File: src/rtl/of_sched_pkg.sv
// Shared types and constants for the operand-fetch issue scheduler.
package of_sched_pkg;

    localparam int NREG_DEF  = 32;
    localparam int AW_DEF    = $clog2(NREG_DEF);
    localparam int CNT_W_DEF = 2;
    localparam int CNT_MAX   = (1 << CNT_W_DEF) - 1;

    typedef enum logic [1:0] {
        ST_RUN    = 2'd0,
        ST_DRAIN  = 2'd1,
        ST_HALTED = 2'd2
    } sched_state_e;

    // Largest value a pending counter of the given width may hold.
    function automatic int cnt_max_of(input int w);
        return (1 << w) - 1;
    endfunction

endpackage

File: src/rtl/of_hazard_scheduler_sb_counter.sv
// One per-register pending-write counter. Clear wins over everything;
// a simultaneous inc and dec leave the count unchanged; a dec at zero and
// an inc at saturation are both ignored so the count never wraps.
module sb_counter
    import of_sched_pkg::*;
#(
    parameter int CNT_W = CNT_W_DEF
) (
    input  logic             clk,
    input  logic             clr,
    input  logic             inc,
    input  logic             dec,
    output logic [CNT_W-1:0] count,
    output logic             sat,
    output logic             nz
);

    logic [CNT_W-1:0] count_r;

    // Pending-write count update.
    always_ff @(posedge clk) begin
        if (clr) begin
            count_r <= CNT_W'(0);
        end else if (inc && !dec && !sat) begin
            count_r <= count_r + CNT_W'(1);
        end else if (dec && !inc && nz) begin
            count_r <= count_r - CNT_W'(1);
        end else begin
            count_r <= count_r;
        end
    end

    assign count = count_r;
    assign sat   = (count_r == CNT_W'(cnt_max_of(CNT_W)));
    assign nz    = (count_r != CNT_W'(0));

endmodule

File: src/rtl/of_hazard_scheduler.sv
// Operand-fetch issue scheduler: per-register scoreboard of in-flight
// writes, source-hazard and structural stalls, and the stop/halt drain.
// Optional feature: define OF_SCHED_FWD_EN for same-cycle writeback bypass
// (adds fwd1/fwd2 outputs).
module of_hazard_scheduler
    import of_sched_pkg::*;
#(
    parameter int NREG  = NREG_DEF,
    parameter int CNT_W = CNT_W_DEF,
    parameter int AW    = $clog2(NREG)
) (
    input  logic          clk,
    input  logic          rst,
    input  logic          of_valid,
    input  logic [AW-1:0] rp1,
    input  logic [AW-1:0] rp2,
    input  logic          rp1_used,
    input  logic          rp2_used,
    input  logic [AW-1:0] rd,
    input  logic          rd_wr,
    input  logic          is_stop,
    input  logic          wb_en,
    input  logic [AW-1:0] wb_addr,
    input  logic          flush,
    output logic          of_ready,
    output logic          stall,
    output logic          pending_any,
    output logic          halted
`ifdef OF_SCHED_FWD_EN
    ,
    output logic          fwd1,
    output logic          fwd2
`endif
);

    sched_state_e                 state_r;
    sched_state_e                 state_nxt_s;
    logic [NREG-1:0]              nz_s;
    logic [NREG-1:0]              sat_s;
    logic [NREG-1:0][CNT_W-1:0]   cnt_s;
    logic                         clr_s;
    logic                         issue_s;
    logic                         haz1_s;
    logic                         haz2_s;
    logic                         struct_s;
    logic                         fwd1_s;
    logic                         fwd2_s;

    // Reset and flush both empty the scoreboard; the flush also masks the
    // same-cycle writeback so a cleared counter is never decremented.
    assign clr_s   = rst | flush;
    assign issue_s = of_valid & of_ready;

    generate
        for (genvar i = 0; i < NREG; i++) begin : g_cnt
            sb_counter #(.CNT_W(CNT_W)) u_cnt (
                .clk   (clk),
                .clr   (clr_s),
                .inc   (issue_s & rd_wr & (rd == AW'(i))),
                .dec   (wb_en & ~flush & (wb_addr == AW'(i))),
                .count (cnt_s[i]),
                .sat   (sat_s[i]),
                .nz    (nz_s[i])
            );
        end
    endgenerate

    // Source hazards, structural stall and issue permission.
    always_comb begin
        fwd1_s = 1'b0;
        fwd2_s = 1'b0;
`ifdef OF_SCHED_FWD_EN
        // Last outstanding write to a source retiring now: take WriteData.
        fwd1_s = ~rst & rp1_used & wb_en & (wb_addr == rp1) & (cnt_s[rp1] == CNT_W'(1));
        fwd2_s = ~rst & rp2_used & wb_en & (wb_addr == rp2) & (cnt_s[rp2] == CNT_W'(1));
`endif
        haz1_s   = rp1_used & nz_s[rp1] & ~fwd1_s;
        haz2_s   = rp2_used & nz_s[rp2] & ~fwd2_s;
        struct_s = rd_wr & sat_s[rd];
        of_ready = ~rst & ~flush & (state_r == ST_RUN) & ~haz1_s & ~haz2_s & ~struct_s;
        stall    = of_valid & ~of_ready;
    end

`ifdef OF_SCHED_FWD_EN
    assign fwd1 = fwd1_s;
    assign fwd2 = fwd2_s;
`endif

    // Halt-drain state register.
    always_ff @(posedge clk) begin
        if (rst) begin
            state_r <= ST_RUN;
        end else begin
            state_r <= state_nxt_s;
        end
    end

    // Halt-drain next state: stop enters DRAIN, an empty scoreboard ends it.
    always_comb begin
        state_nxt_s = state_r;
        if (flush) begin
            state_nxt_s = ST_RUN;
        end else begin
            case (state_r)
                ST_RUN: begin
                    if (issue_s && is_stop) begin
                        state_nxt_s = ST_DRAIN;
                    end else begin
                        state_nxt_s = ST_RUN;
                    end
                end
                ST_DRAIN: begin
                    if (!pending_any) begin
                        state_nxt_s = ST_HALTED;
                    end else begin
                        state_nxt_s = ST_DRAIN;
                    end
                end
                ST_HALTED: state_nxt_s = ST_HALTED;
                default:   state_nxt_s = ST_RUN;
            endcase
        end
    end

    assign pending_any = |cnt_s;
    assign halted      = (state_r == ST_HALTED);

endmodule

File: config.mk
export PLATFORM = sky130hd
export DESIGN_NAME = of_hazard_scheduler
export DESIGN_NICKNAME = d
export VERILOG_FILES = /design/src/rtl/of_sched_pkg.sv /design/src/rtl/of_hazard_scheduler_sb_counter.sv /design/src/rtl/of_hazard_scheduler.sv
export SDC_FILE = /design/constraint.sdc
export NUM_CORES = 1
export LEC_CHECK = 0
export CAP_MARGIN = 20
export CORE_ASPECT_RATIO = 1.4
export CORE_MARGIN = 5
export CORE_UTILIZATION = 45
export DETAILED_ROUTE_END_ITERATION = 7
export GPL_TIMING_DRIVEN = 1
export PLACE_DENSITY = 0.65
export SLEW_MARGIN = 5
export SYNTH_ARGS = -nofsm -noshare
export SYNTH_HDL_FRONTEND = slang
export SYNTH_HIERARCHICAL = 1
export SYNTH_SLANG_ARGS = --single-unit
File: constraint.sdc
create_clock -name clk -period 4.2 [get_ports clk]
set_input_delay 1.26 -clock clk [delete_from_list [all_inputs] [get_ports clk]]
set_output_delay 1.26 -clock clk [all_outputs]
set_load 0.01 [all_outputs]
==> run metrics <==
Clock Sinks=66; max-cap viol count=0; I/O Buffers=32; R2R setup slack=approximately 0.86 ns; most frequent cells in the layout=nor2_1 (71), dfxtp_1 (66), buf_4 (57); switch share=0.239; commonest non-fill, non-tap cell in the layout=nor2_1; unrepaired setup endpoints after global routing=true; crit path time final=4.24 ns; Multi-input gate area=4240 µm²; mean post-synth cell area=8.36 µm²; main flop type after synthesis=dfxtp_1; Synth Register Bits=66; count of different cell masters after synthesis=43; first-pass GRT wire length=between 20 and 30 mm; cell row count=48; die area=14900 µm²; Final setup viols=1; Initial Util=0.458; H-tree depth=3; final setup skew=around 0.0068 ns; # hold bufs at CTS=0; max-slew violations=0; period utilization=1.01; FFs w/ async S/R, synth=0; Post-Syn Area=5640 µm²; Area Growth Syn to Fin=21.8%; final hold slack=around 0.54 ns; Ys Warns=6; vias in the first global route=5564; root buffer cell=clkbuf_16; Worst EP required=2.94 ns; slowest cell delay on critical path=0.33 ns; Die H=142 µm; wirelength, routed=17.4 mm; final net count=787; clock tree buffer depth=2; Buf/Inv on CP=2; RePlAce Congestion=1.02; Leak=about 2.4 nW; internal cell power=0.00117 W; total track usage=0.235; layout cells sized above 1=0.324; Hold WC Path Type=reg2reg; fmax=236 MHz; critical-path cell list=clkdlybuf4s15_1, mux4_2, mux2_4, o31a_1, a32o_2, o21a_1, buf_2; register cell area after layout=roughly 1300 µm²; DR iter-0 viols=312; via/cell ratio=6.00; fin worst setup slack=-0.0358 ns; Tightest Pin Transition=0.925 ns; clk_lat worst skew=0.33 ns; EDFF count, synth=0; failing checks=DRC, setup timing; antenna fix cells=0; fin area=6860 µm²; worst vdd ir=about 0.00015 V; DPL Wire Length=13.7 mm; Slowest-stage cell, CP=mux4_2; total CTS buffers=9; DR pass1 iterations=7; max_slew headroom=0.383; cell area power density=around 220 nW/µm²; GRT Residual Overflow=0; switching pwr=0.000369 W; syn_nets=703; clock slew at reported path FFs=0.05 ns; Hold Violations, Final=0; num ports=33; CP Max Fanout=3; die width=105 µm; Placed Area=roughly 6500 µm²; # DRC=2; WP data arrival=~3.0 ns; CP top delay family=compound AO/OA/AOI/OAI gates; Worst setup EP type=output port; status=finished with violations; fill cell count=around 1100; initial antenna violation count=0; CTS tree=done; sequential share of power=0.407; Startpoint Class=input port; vias=5472; clock network fraction of total power=0.480; WL/cell=19.1 µm; power share of the combinational group=0.113; pin count of the biggest net entering global routing=66; core area=between 10000 and 15000 µm²; Routed Antenna Nets=0; sequential share of the synthesized area=0.234; post-synthesis cell count=674; Crit Path Category=in2out
-- worst reg2reg max path, stage by stage (launching register included) --
cell and delay (ns):
dfxtp_1 0.37, and2_1 0.21, mux4_2 0.45, mux2_4 0.28, o31a_1 0.25, a32o_2 0.29, buf_4 0.25, nor4_1 0.51
buf_4 0.21, or2b_2 0.12, o21ai_2 0.06, a221oi_2 0.26
-- final timing paths --
path                                                from                  endpoint  cells after the start
worst max-delay path                               rd[2]                     stall                      7
worst min-delay path            g_cnt[17].u_cnt/count[0]  g_cnt[17].u_cnt/count[0]                      1
worst max register to register   g_cnt[0].u_cnt/count[1]   g_cnt[7].u_cnt/count[0]                     11
worst min register to register  g_cnt[17].u_cnt/count[0]  g_cnt[17].u_cnt/count[0]                      1
-- registers in the layout (all words and copies together) (netlist names) --
name and count:
g_cnt.u_cnt/count 64, state_r 2
-- synth_stat cells (5+ instances only) --
cell type	n	area share
a221oi_2	32	0.085
o21ai_0	32	0.028
nand2b_1	37	0.041
o21ai_2	32	0.050
nand2_1	48	0.032
nor4_1	20	0.022
and2_1	34	0.038
nand4_1	7	0.0078
nand3b_1	34	0.045
nor3_1	32	0.028
nor2_1	72	0.048
nand3_1	6	0.0053
mux4_2	23	0.092
buf_2	5	0.0044
and2b_1	32	0.043
or2b_2	32	0.050
nor2b_1	9	0.010
a21oi_1	33	0.029
or2_2	34	0.038
dfxtp_1	66	0.23
clkbuf_1	12	0.0080
inv_1	5	0.0033
mux2i_1	8	0.014
-- metrics by stage --
stage / TNS (ns) / power (W) / instances / utilization / setup WS [ns]
2_1_floorplan: 0 / 0.000734 / 674 / - / 0.00152
3_3_place_gp: -13.56 / 0.000807 / 894 / 0.530 / -0.974
3_5_place_dp: -18.54 / 0.000809 / 894 / 0.530 / -1.02
4_1_cts: -0.0509 / 0.00155 / 911 / 0.556 / -0.0509
5_1_grt: -0.0618 / 0.00160 / 912 / 0.557 / -0.0618
6_report: -0.0358 / 0.00154 / 912 / 0.557 / -0.0358
-- power by group through the flow --
stage,logic (W),clock network (W),registers [W]
after global routing,0.000185,0.000791,0.000627
after floorplan,0.0000932,0,0.000641
after detailed placement,0.000168,0,0.000641
after global placement,0.000166,0,0.000641
after CTS,0.000171,0.000754,0.000627
final,0.000174,0.000741,0.000627
-- layer usage --
metal  track usage  share of wire
met1         0.268           0.38
met2         0.432           0.53
met3        0.0318          0.047
met4         0.107          0.042
met5             0              0
-- kinds of logic after synthesis --
logic type	after synthesis	synth area share
AOI/OAI and AO/OA	145	0.214
buffers and inverters	26	0.0224
DFF	66	0.234
muxes	35	0.114
and+or+nand+nor	402	0.415
-- layout make-up --
class / count / share of cell area
Timing Repair Buffer: 94 / 0.118
Inverter: 5 / 0.00273
Tap cell: 150 / 0.0273
Multi-Input combinational cell: 582 / 0.617
Sequential cell: 66 / 0.193
Clock buffer: 12 / 0.0359
Clock inverter: 3 / 0.00583
-- repair_timing --
| action | CTS | global route |
|---|---|---|
| setup endpoints to repair | 14 | 2 |
| buffers inserted | 2 | 1 |
| pin swaps | 5 | 3 |
| gates cloned | 0 | 0 |
| resized for setup | 44 | 3 |
No activity file was read; power rests on OpenSTA's default activity.
